File: config.mk
export PLATFORM = sky130hd
export DESIGN_NAME = sqrt_scheduler
export DESIGN_NICKNAME = d
export VERILOG_FILES = /design/src/rtl/sqrt_scheduler.sv
export SDC_FILE = /design/constraint.sdc
export NUM_CORES = 1
export LEC_CHECK = 0
export BUFFER_PORTS_ARGS = -buffer_cell sky130_fd_sc_hd__buf_2
export CORE_AREA = 2 2 119 121
export DETAILED_ROUTE_END_ITERATION = 12
export DIE_AREA = 0 0 121 123
export GPL_TIMING_DRIVEN = 0
export PLACE_DENSITY = 0.76
export SYNTH_ARGS = -nofsm -noshare
export SYNTH_HDL_FRONTEND = slang
export SYNTH_SLANG_ARGS = --single-unit
File: constraint.sdc
create_clock -name i_clk -period 3.9 [get_ports i_clk]
set_input_delay 0.78 -clock i_clk [delete_from_list [all_inputs] [get_ports i_clk]]
set_output_delay 0.78 -clock i_clk [all_outputs]
set_load 0.01 [all_outputs]
File: src/rtl/sqrt_scheduler.sv
// sqrt_scheduler: round-robin arbiter sharing one iterative fixed-point sqrt unit among N_REQ requesters.
// Latency: accept at cycle t -> o_rsp_valid at t+ITER+3; at most one job every ITER+4 cycles.
// Backpressure: o_rsp_* held while !i_rsp_ready; no grant until the handshake completes and the unit is idle.
// Optional watchdog: define SQRT_WDOG_EN to time out a stuck unit (o_rsp_err=1, zero root/remainder).
module sqrt_scheduler #(
  parameter int N_REQ      = 4,
  parameter int WIDTH      = 32,
  parameter int FRACT_BITS = 32,
  parameter int WDOG_LIMIT = (WIDTH + FRACT_BITS) / 2 + 8
) (
  input  logic                       i_clk,
  input  logic                       i_reset,
  input  logic [N_REQ-1:0]           i_req_valid,
  input  logic [N_REQ*WIDTH-1:0]     i_req_rad,
  output logic [N_REQ-1:0]           o_req_ready,
  output logic                       o_rsp_valid,
  input  logic                       i_rsp_ready,
  output logic [$clog2(N_REQ)-1:0]   o_rsp_id,
  output logic [WIDTH-1:0]           o_rsp_root,
  output logic [WIDTH-1:0]           o_rsp_rem,
  output logic                       o_rsp_err,
  output logic                       o_sqrt_start,
  output logic [WIDTH-1:0]           o_sqrt_rad,
  input  logic                       i_sqrt_busy,
  input  logic                       i_sqrt_valid,
  input  logic [WIDTH-1:0]           i_sqrt_root,
  input  logic [WIDTH-1:0]           i_sqrt_rem
);

  localparam int ITER = (WIDTH + FRACT_BITS) / 2;
  localparam int IDW  = $clog2(N_REQ);

  // Reject parameter sets the arbiter and unit cannot support.
  if (N_REQ < 2 || N_REQ > 16 || ITER < 1 || WDOG_LIMIT < 1) begin : g_bad_cfg
    $error("sqrt_scheduler: unsupported parameter set");
  end

  typedef enum logic [1:0] {S_IDLE, S_START, S_WAIT, S_RESP} state_t;

  state_t           state_q;
  logic [IDW-1:0]   ptr_q;
  logic [IDW-1:0]   id_q;
  logic             sqrt_start_q;
  logic [WIDTH-1:0] sqrt_rad_q;
  logic             rsp_valid_q;
  logic [IDW-1:0]   rsp_id_q;
  logic [WIDTH-1:0] rsp_root_q;
  logic [WIDTH-1:0] rsp_rem_q;

`ifdef SQRT_WDOG_EN
  localparam int WDW = $clog2(WDOG_LIMIT + 1);
  logic [WDW-1:0]   wdog_q;
  logic             rsp_err_q;
`endif

  logic [WIDTH-1:0] rad_arr [N_REQ];
  logic [N_REQ-1:0] grant_d;
  logic [IDW-1:0]   grant_id_d;
  logic             grant_found;
  logic [IDW:0]     cand_sum;
  logic [IDW-1:0]   cand_idx;
  logic [N_REQ-1:0] req_ready_d;
  logic             accept_d;
  logic             sqrt_done;

  for (genvar g = 0; g < N_REQ; g++) begin : g_rad
    assign rad_arr[g] = i_req_rad[g*WIDTH +: WIDTH];
  end

  // Round-robin pick: first valid requester after the last served one, wrapping around.
  always_comb begin
    grant_d     = '0;
    grant_id_d  = '0;
    grant_found = 1'b0;
    cand_sum    = '0;
    cand_idx    = '0;
    for (int i = 1; i <= N_REQ; i++) begin
      cand_sum = {1'b0, ptr_q} + (IDW+1)'(i);
      if (cand_sum >= (IDW+1)'(N_REQ)) begin
        cand_sum = cand_sum - (IDW+1)'(N_REQ);
      end
      cand_idx = cand_sum[IDW-1:0];
      if (!grant_found && i_req_valid[cand_idx]) begin
        grant_found        = 1'b1;
        grant_d[cand_idx]  = 1'b1;
        grant_id_d         = cand_idx;
      end
    end
  end

  // Offer a grant only in IDLE and only once the unit (which has no reset) is idle.
  assign req_ready_d = (state_q == S_IDLE && !i_sqrt_busy && !i_reset) ? grant_d : '0;
  assign accept_d    = |(i_req_valid & req_ready_d);
  assign sqrt_done   = i_sqrt_valid && !i_sqrt_busy;

  // Scheduler FSM: grant, launch the unit, wait for its result, present the response.
  always_ff @(posedge i_clk or posedge i_reset) begin
    if (i_reset) begin
      state_q      <= S_IDLE;
      ptr_q        <= IDW'(N_REQ - 1);
      id_q         <= '0;
      sqrt_start_q <= 1'b0;
      sqrt_rad_q   <= '0;
      rsp_valid_q  <= 1'b0;
      rsp_id_q     <= '0;
      rsp_root_q   <= '0;
      rsp_rem_q    <= '0;
`ifdef SQRT_WDOG_EN
      wdog_q       <= '0;
      rsp_err_q    <= 1'b0;
`endif
    end else begin
      case (state_q)
        S_IDLE: begin
          if (accept_d) begin
            sqrt_rad_q   <= rad_arr[grant_id_d];
            sqrt_start_q <= 1'b1;
            id_q         <= grant_id_d;
            ptr_q        <= grant_id_d;
            state_q      <= S_START;
          end
        end
        S_START: begin
          // The unit clears its sticky valid on this edge, so WAIT never sees a stale result.
          sqrt_start_q <= 1'b0;
`ifdef SQRT_WDOG_EN
          wdog_q       <= '0;
`endif
          state_q      <= S_WAIT;
        end
        S_WAIT: begin
          if (sqrt_done) begin
            rsp_valid_q <= 1'b1;
            rsp_id_q    <= id_q;
            rsp_root_q  <= i_sqrt_root;
            rsp_rem_q   <= i_sqrt_rem;
`ifdef SQRT_WDOG_EN
            rsp_err_q   <= 1'b0;
`endif
            state_q     <= S_RESP;
          end
`ifdef SQRT_WDOG_EN
          else if (wdog_q == WDW'(WDOG_LIMIT - 1)) begin
            rsp_valid_q <= 1'b1;
            rsp_id_q    <= id_q;
            rsp_root_q  <= '0;
            rsp_rem_q   <= '0;
            rsp_err_q   <= 1'b1;
            state_q     <= S_RESP;
          end else begin
            wdog_q <= wdog_q + WDW'(1);
          end
`endif
        end
        S_RESP: begin
          if (i_rsp_ready) begin
            rsp_valid_q <= 1'b0;
            state_q     <= S_IDLE;
          end
        end
        default: state_q <= S_IDLE;
      endcase
    end
  end

  assign o_req_ready  = req_ready_d;
  assign o_rsp_valid  = rsp_valid_q;
  assign o_rsp_id     = rsp_id_q;
  assign o_rsp_root   = rsp_root_q;
  assign o_rsp_rem    = rsp_rem_q;
  assign o_sqrt_start = sqrt_start_q;
  assign o_sqrt_rad   = sqrt_rad_q;
`ifdef SQRT_WDOG_EN
  assign o_rsp_err    = rsp_err_q;
`else
  assign o_rsp_err    = 1'b0;
`endif

endmodule

==> results of run 1 <==
## final timing paths
check	depth (start not counted)	endpoint	start	slack, ns
worst max-delay path	9	o_req_ready[3]	ptr_q[0]$_DFFE_PP1P_	0.20
worst min-delay path	1	o_rsp_root[26]$_DFFE_PP0P_	o_rsp_root[26]$_DFFE_PP0P_	0.49
worst max register to register	12	o_sqrt_rad[8]$_DFFE_PP0P_	ptr_q[0]$_DFFE_PP1P_	0.55
max in group asynchronous	3	o_sqrt_rad[6]$_DFFE_PP0P_	i_reset	2.68
worst min register to register	1	o_rsp_root[26]$_DFFE_PP0P_	o_rsp_root[26]$_DFFE_PP0P_	0.49
min in group asynchronous	2	o_rsp_rem[26]$_DFFE_PP0P_	i_reset	0.50
## cell type report
cell class | count | area (µm²)
timing repair buffer | 306 | 1560
tap | 180 | 225
clock inverter | 6 | 56.3
multi-input combinational | 286 | 2840
sequential | 106 | 2660
inverter | 14 | 55.1
clock buffer | 10 | 239
buffer | 28 | 204
fill | 1153 | 5780
## power groups by stage
stage	logic, µW	registers, µW	clock network [µW]
floorplan	2290	2210	0
global placement	3670	1960	0
detailed placement	3760	2000	0
CTS	3780	1990	932
global route	4060	2040	974
finish	3750	1970	902
## placed cells by master (no fill, tap or decap), types with 2 or more instances in the layout
| master | n |
|---|---|
| nor2b_1 | 4 |
| mux2_1 | 67 |
| a221oi_1 | 3 |
| nor2_1 | 8 |
| mux4_2 | 3 |
| o21ai_1 | 4 |
| nor3b_1 | 2 |
| o21ai_0 | 5 |
| nand2_1 | 8 |
| dfstp_2 | 2 |
| buf_4 | 3 |
| inv_1 | 12 |
| buf_2 | 310 |
| a22oi_1 | 4 |
| dfrtp_1 | 104 |
| ha_1 | 11 |
| clkbuf_1 | 3 |
| nand3b_1 | 4 |
| o31a_1 | 2 |
| mux2_2 | 17 |
| clkbuf_16 | 9 |
| buf_1 | 5 |
| a21oi_1 | 13 |
| buf_6 | 11 |
| mux2_4 | 15 |
| or3_1 | 2 |
| inv_6 | 4 |
| mux2i_1 | 97 |
## through the flow
stage          worst slack, ns  instance area (µm²)  util, %  hold WS, ns  TNS, ns
6_report                 0.198                 7830     57.5        0.489        0
5_1_grt                 0.0462                 7830     57.5        0.509        0
4_1_cts                 0.0301                 7810     57.4        0.494        0
3_5_place_dp             0.353                 7520     55.2        0.476        0
3_3_place_gp            -0.811                 7490     55.0        0.467   -83.52
2_1_floorplan            0.334                 5740        -        0.450        0
## sequential cells by signal, summed over array words and instances (netlist names)
signal,cells
o_rsp_rem,32
o_rsp_root,32
o_sqrt_rad,32
id_q,2
o_rsp_id,2
ptr_q,2
state_q,2
o_rsp_valid,1
o_sqrt_start,1
## worst register-to-register path: stages, from the launching register on
cell	delay [ns]
dfstp_2	0.55
clkbuf_4	0.19
inv_1	0.12
ha_2	0.41
mux4_2	0.35
buf_6	0.16
or3_1	0.34
o31a_1	0.14
buf_6	0.17
buf_6	0.17
mux2i_1	0.25
mux2i_1	0.12
mux2_4	0.27
## repair_timing
item | 4_1_cts | 5_1_grt
setup endpoints to repair | 1 | 1
gates resized for setup | 1 | 1
buffers inserted | 0 | 2
hold buffers | 0 | 0
## cells by family (layout without fill, tap and decap cells)
kind of cell	after synthesis	in the layout
adders and majority gates	12	12
xor gates and xnor gates	1	1
and+or+nand+nor	34	34
buffers and inverters	42	364
DFF	106	106
other	1	1
muxes	199	199
AOI/OAI and AO/OA	39	39
## metal layers
metal	vias to the layer above	track usage [%]
li1	2199	-
met1	2285	24.4
met2	170	38.7
met3	30	5.44
met4	0	10.5
met5	-	0
==> results.cfg, run 1 <==
[status]
status = finished clean

[floorplan]
die_w_um = 121
rows = 43
start_util_pct = 42.2
die_h_um = 123
io_pins = 306
coreArea_um2 = 13600
die-area_um2 = 14900

[synthesis]
synth.area.mux_share_pct = 38.5
synth_ff_type = dfrtp_1
synth_seq_area_share_pct = 46.2
synth_seq_cells = 106
syn_nets = 647
ys_warn_count = 0
synth_area_um2 = 5740
synthCells = 434
synth_commonest_cells = dfrtp_1 (104), mux2i_1 (97), mux2_1 (67), mux2_2 (17), mux2_4 (15)
synth-edff-count = 0
synthXorXnorAreaFrac_pct = 0.152
yosys.area.top_type = dfrtp_1
synth.most_common_cell = dfrtp_1
synth_compound_area_share_pct = 4.62
synth-simple-area-share_pct = 3.44
synth_top_area_share_pct = 45.3
synthAdderAreaFrac_pct = 2.61
synth.avg_cell_area_um2 = 13.2
synth_top_family_by_area = multiplexers
ys_top_cells_by_area = dfrtp_1 (45%), mux2i_1 (17%), mux2_1 (13%)
yosysUniqueCellTypes = 43
ys_async_sr_fraction_pct = 100

[clock_network]
cts_sinks = 106
tritoncts = yes
clk_pin_slew_worst_paths_ns = 0.08
worstSkewPairLatency_ns = 0.36
clk_root_buffer_cell = clkbuf_16
h-tree-depth = 3
cts_buffers = 9
clock_path_buffers = 2

[drt]
drt_iter0_markers = 283
vias = 4684
m1WireLength_um = 6110
viasPerCell = 5.00
route.detailed.drc = 0
drt-pass1-iter-count = 6
routed.top_layer = met4
detail_route.wl_per_cell_um = 17.4
routed-wl-met2_um = 8620
met3_wirelength_um = 1000
drtAntennaViolNets = 0
drt_wl_total_um = 16300

[global_route]
grt_pass1_wl_um = 24900
grtUsageTotal_pct = 21.8
grt_antenna_before_repair = 0
grt_overflow = 0
grt_max_degree = 64
grt_pass1_vias = 4914

[finish]
n_antenna_cell = 0
final_cells = 936
fin_nets = 964
drive_above_1_share_pct = 51.2
area_delta_synth_final_pct = 36.3

[setup_path]
crit_path_end_kind = output pin
crit_fanout = 10
required_ns = 3.12
cp_slowest_cell = mux4_2
path_delay_family = multiplexers
cp_cell_sequence = clkbuf_4, inv_1, ha_2, mux4_2, nand3b_1, a21oi_1, a211oi_1, nor2_1, buf_2
path_class = flip-flop to output pin
cp_num_buf_inv = 3
crit_path_max_incr_delay_ns = 0.59
cp-start-kind = flip-flop
cp.arrival_ns = 2.92

[power_and_ir_drop]
seqPwrFrac_pct = 29.8
p_per_area_nw_per_um2 = 846
power.clock.fraction_pct = 13.6
switchingPower_uw = 2640
p_int_uw = 3980
comb_power_share_pct = 56.6
p_leak_uw = 0.00417
design_power_total_uw = 6630
ir_drop_mv = 0.384
sw_frac_of_total_pct = 39.9

[run]
drv_cap = 0

[timing]
worst_clock_skew_ns = 0.0111
timing.final.crit_share_pct = 94.9
slew_viol_final = 0
setup_violations = 0
rsz0062_at_grt = no
finalHoldViolations = 0
tightestPinTransition_ns = 0.693
min_period_ns = 3.70
relSlewSlack_pct = 53.5
fmax_ghz = 0.270

[hold_path]
min_path_type = flip-flop to flip-flop

[place]
dp_hpwl_um = 13000
io_buffers = 303
placed_cells = 918
finalWeightedCongestion = 0.859
Power figures use the tool's default switching activity.
==> inputs of run 2 (changes only) <==
--- a/config.mk
+++ b/config.mk
@@ -9,7 +9,6 @@
 export CORE_AREA = 2 2 119 121
 export DETAILED_ROUTE_END_ITERATION = 12
 export DIE_AREA = 0 0 121 123
-export GPL_TIMING_DRIVEN = 0
 export PLACE_DENSITY = 0.76
 export SYNTH_ARGS = -nofsm -noshare
 export SYNTH_HDL_FRONTEND = slang
==> results.cfg, run 2 (synthesis gave the netlist of run 1 again) <==
[drt]
vias = 4650
viasPerCell = 5.09
drt-pass1-iter-count = 6
detail_route.wl_per_cell_um = 17.3
drt_wl_total_um = 15800
drtAntennaViolNets = 0
route.detailed.drc = 0
drt_iter0_markers = 151

[floorplan]
die_h_um = 123
rows = 43
die-area_um2 = 14900
die_w_um = 121
start_util_pct = 42.2
coreArea_um2 = 13600
io_pins = 306

[status]
status = finished clean

[finish]
layout_common_cells = buf_2 (304), dfrtp_1 (104), mux2i_1 (97)
drive_above_1_share_pct = 51.0
fin_nets = 943
fillCellCount = 1132
final_common_cell = buf_2
area_delta_synth_final_pct = 34.0
finalInstanceArea_um2 = 7700
n_antenna_cell = 0

[timing]
setup_violations = 0
rsz0062_at_grt = no
setup_tns_ns = 0
min_period_ns = 3.68
setup_ws_ns = 0.219
relSlewSlack_pct = 55.0
finalHoldViolations = 0
tightestPinTransition_ns = 0.671
fmax_ghz = 0.272
slew_viol_final = 0
worst_clock_skew_ns = 0.00477
timing.final.crit_share_pct = 94.4

[place]
dp_hpwl_um = 12600
io_buffers = 304
placed_cell_area_um2 = 7390
preCtsSetupSlack_ns = 0.518
finalWeightedCongestion = 0.850

[global_route]
grt_antenna_before_repair = 1
grt_pass1_wl_um = 24200
grt_max_degree = 54
grt_pass1_vias = 4953
grt_overflow = 0
grtUsageTotal_pct = 21.0

[clock_network]
h-tree-depth = 3
clk_pin_slew_worst_paths_ns = 0.07
cts_sinks = 106
tritoncts = yes
clk_root_buffer_cell = clkbuf_16
cts_buffers = 9
clock_path_buffers = 2
post_cts_buffers = 0
worstSkewPairLatency_ns = 0.34

[hold_path]
min_path_type = flip-flop to flip-flop

[setup_path]
cp-start-kind = flip-flop
crit_path_max_incr_delay_ns = 0.73
crit_path_end_kind = output pin
crit_fanout = 17
cp_cell_sequence = inv_1, ha_1, mux4_2, nand3b_1, a21oi_1, a211oi_1, nor2_1, buf_2
required_ns = 3.12
cp_slowest_cell = dfstp_4
cp.arrival_ns = 2.90
path_class = flip-flop to output pin

[power_and_ir_drop]
p_leak_uw = 0.00409
p_per_area_nw_per_um2 = 845
ir_drop_mv = 0.453

[run]
drv_cap = 0
run 2: final timing paths:
| kind | from | to | slack, ns | depth (start not counted) |
|---|---|---|---|---|
| worst max-delay path | ptr_q[0]$_DFFE_PP1P_ | o_req_ready[3] | 0.22 | 8 |
| worst min-delay path | o_rsp_root[21]$_DFFE_PP0P_ | o_rsp_root[21]$_DFFE_PP0P_ | 0.49 | 1 |
| worst min register to register | o_rsp_root[21]$_DFFE_PP0P_ | o_rsp_root[21]$_DFFE_PP0P_ | 0.49 | 1 |
| worst max register to register | ptr_q[0]$_DFFE_PP1P_ | state_q[1]$_DFFE_PP0P_ | 0.54 | 9 |
| max in group asynchronous | i_reset | ptr_q[1]$_DFFE_PP1P_ | 2.54 | 3 |
| min in group asynchronous | i_reset | o_rsp_id[0]$_DFFE_PP0P_ | 0.54 | 2 |
run 2: what timing repair did:
item | in CTS | in global routing
endpoints found under the setup margin | 0 | 1
hold buffers | 0 | 0
gates resized for setup | 0 | 1
run 2: worst max-delay path, delay by kind of cell, from the launching register on:
kind,cells,cell delay [ns]
AO/OA/AOI/OAI,2,0.35
adder cells (fa/ha/maj),1,0.41
buffers and inverters,2,0.28
flip-flops,1,0.73
multiplexers,1,0.60
AND/OR/NAND/NOR,2,0.17
run 2: routing by layer:
layer	share of wire (%)	global-route usage [%]
met5	0.10	0
met4	2.8	9.23
met3	6.0	4.80
met2	54	39.2
met1	37	22.6
run 2: cell type report:
type	count	area, µm²	share of cell area, %
multi-input cells	286	2850	37.0
flip-flops and latches	106	2660	34.5
repair buffers	313	1610	21.0
clock buffers	9	225	2.93
well taps	180	225	2.93
clock inverters	6	75.1	0.975
inverters	14	55.1	0.715
run 2: per-stage QoR:
stage	util (%)	hold WS (ns)	total power [µW]	cells
6_report	56.6	0.490	6500	914
5_1_grt	56.6	0.508	6940	914
4_1_cts	56.5	0.493	6570	914
3_5_place_dp	54.3	0.476	5620	899
3_3_place_gp	54.3	0.469	5440	899
2_1_floorplan	-	0.450	4500	434
run 2: power breakdown:
group	internal, µW	leakage [µW]	switching [µW]
combinational	1760	0.00267	1810
clock	506	0.000150	426
sequential	1670	0.00127	334
==> inputs of run 3 (changes only) <==
--- a/config.mk
+++ b/config.mk
@@ -6,10 +6,10 @@
 export NUM_CORES = 1
 export LEC_CHECK = 0
 export BUFFER_PORTS_ARGS = -buffer_cell sky130_fd_sc_hd__buf_2
-export CORE_AREA = 2 2 119 121
+export CORE_AREA = 2 2 120 122
 export DETAILED_ROUTE_END_ITERATION = 12
-export DIE_AREA = 0 0 121 123
-export PLACE_DENSITY = 0.76
+export DIE_AREA = 0 0 122 124
+export PLACE_DENSITY = 0.75
 export SYNTH_ARGS = -nofsm -noshare
 export SYNTH_HDL_FRONTEND = slang
 export SYNTH_SLANG_ARGS = --single-unit
==> constraint.sdc (replaced) <==
create_clock -name i_clk -period 3.95 [get_ports i_clk]
set_input_delay 0.79 -clock i_clk [delete_from_list [all_inputs] [get_ports i_clk]]
set_output_delay 0.79 -clock i_clk [all_outputs]
set_load 0.01 [all_outputs]
==> results.cfg, run 3 (synthesis gave the netlist of run 1 again) <==
[clock_network]
postCtsResizedCells = 0
post_cts_buffers = 0
cts_buffers = 9
worstSkewPairLatency_ns = 0.35
clk_pin_slew_worst_paths_ns = 0.07
cts_sinks = 106
tritoncts = yes
h-tree-depth = 3
clk_root_buffer_cell = clkbuf_16
cts_hold_buf = 0
clock_path_buffers = 2

[setup_path]
crit_path_end_kind = output pin
required_ns = 3.16
cp_slowest_cell = dfstp_2
r2r-end = ptr_q[0]$_DFFE_PP1P_
cp.arrival_ns = 2.98
cp_cell_sequence = inv_1, ha_1, mux4_2, nand3b_1, a21oi_1, a211oi_1, nor2_1, buf_2
r2r_cells = 10
r2r-start = ptr_q[0]$_DFFE_PP1P_
crit_fanout = 17
cp-start-kind = flip-flop
r2r_slack_ns = 0.47
path_class = flip-flop to output pin
crit_path_max_incr_delay_ns = 0.75

[power_and_ir_drop]
p_leak_uw = 0.00409
ir_drop_mv = 0.546
sw_frac_of_total_pct = 39.4
p_int_uw = 3810
p_per_area_nw_per_um2 = 819
seqPwrFrac_pct = 31.3
comb_power_share_pct = 55.0
switchingPower_uw = 2480
power.clock.fraction_pct = 13.7

[global_route]
grt_antenna_before_repair = 0
grt_pass1_wl_um = 23500
grt_max_degree = 79
grt_pass1_vias = 4937
grtUsageTotal_pct = 19.8
grt_overflow = 0

[timing]
slew_viol_final = 0
fmax_ghz = 0.266
timing.final.crit_share_pct = 95.3
rsz0062_at_grt = no
min_period_ns = 3.77
whs_ns = 0.487
finalHoldViolations = 0
setup_violations = 0
worst_clock_skew_ns = 0.00793
relSlewSlack_pct = 37.0
tightestPinTransition_ns = 0.944
setup_tns_ns = 0

[finish]
fillCellCount = 1170
final_common_cell = buf_2
utilization_pct = 56.0
fin_nets = 943
final_cells = 915
multi_input_area_um2 = 2850
area_delta_synth_final_pct = 33.7
drive_above_1_share_pct = 51.0
seq_area_um2 = 2660
n_antenna_cell = 0
layout_common_cells = buf_2 (304), dfrtp_1 (104), mux2i_1 (97)

[place]
io_buffers = 304
dp_hpwl_um = 11900
placed_cells = 899
finalWeightedCongestion = 0.900

[floorplan]
die_w_um = 122
io_pins = 306
coreArea_um2 = 13700
start_util_pct = 41.9
rows = 43
die-area_um2 = 15100
die_h_um = 124

[drt]
drt-pass1-iter-count = 4
drtAntennaViolNets = 0
viasPerCell = 5.06
vias = 4631
drt_iter0_markers = 298
detail_route.wl_per_cell_um = 16.4
route.detailed.drc = 0
drt_wl_total_um = 15000

[hold_path]
worstHoldEndpoint = o_rsp_rem[18]$_DFFE_PP0P_
min_path_type = flip-flop to flip-flop
hp-start = o_rsp_rem[18]$_DFFE_PP0P_
worstHoldPathCells = 1

[run]
drv_cap = 0

[status]
status = finished clean
-- run 3: changes by cell type in the layout (fill, tap and decap cells not counted), sizes merged --
cell	delta
clkinv	+3
inv	-1
bufinv	-1
-- run 3: metrics by stage --
stage / power (µW) / setup slack [ns] / cell area (µm²)
after floorplan: 4440 / 0.374 / 5740
after global placement: 5300 / 0.645 / 7390
after detailed placement: 5470 / 0.453 / 7390
after CTS: 6360 / 0.165 / 7680
after global routing: 6730 / 0.00441 / 7680
final: 6290 / 0.184 / 7680
-- run 3: layout make-up --
class                   instances  share of cell area, %
repair buffers                313                   21.0
clock buffers                   9                   2.93
multi-input cells             286                   37.0
clock inverters                 7                  0.814
flip-flops and latches        106                   34.6
well taps                     180                   2.93
inverters                      14                  0.717
-- run 3: metal layers --
layer	GRT usage, %	part of all wire, %	vias to the layer above
met4	5.60	1.4	0
met3	6.09	6.4	18
li1	-	-	2158
met5	0	0	-
met2	37.2	55	178
met1	21.5	37	2277
-- run 3: worst max path at each step --
| stage | from | endpoint | slack (ns) | cells after the start |
|---|---|---|---|---|
| after floorplan | i_reset | id_q[0]$_DFFE_PP0P_ | 0.37 | 1 |
| final | ptr_q[0]$_DFFE_PP1P_ | o_req_ready[3] | 0.18 | 8 |
| after global placement | ptr_q[0]$_DFFE_PP1P_ | ptr_q[0]$_DFFE_PP1P_ | 0.65 | 10 |
| after detailed placement | ptr_q[0]$_DFFE_PP1P_ | ptr_q[0]$_DFFE_PP1P_ | 0.45 | 10 |
| after global routing | ptr_q[0]$_DFFE_PP1P_ | o_req_ready[3] | 0.004 | 8 |
| after CTS | ptr_q[0]$_DFFE_PP1P_ | o_req_ready[3] | 0.16 | 8 |
-- run 3: power by group through the flow --
stage | Clock [µW] | Combinational (µW) | Sequential (µW)
global placement | 0 | 3360 | 1950
global route | 938 | 3750 | 2040
detailed placement | 0 | 3480 | 1990
CTS | 899 | 3490 | 1980
floorplan | 0 | 2260 | 2180
finish | 861 | 3460 | 1970
-- run 3: critical path: cells and delay by family, from the launching register on --
kind            cells  cell delay (ns)
compound gates      2             0.36
flops               1             0.75
buf+inv             2             0.33
mux                 1             0.59
simple gates        2             0.18
fa+ha+maj           1             0.42
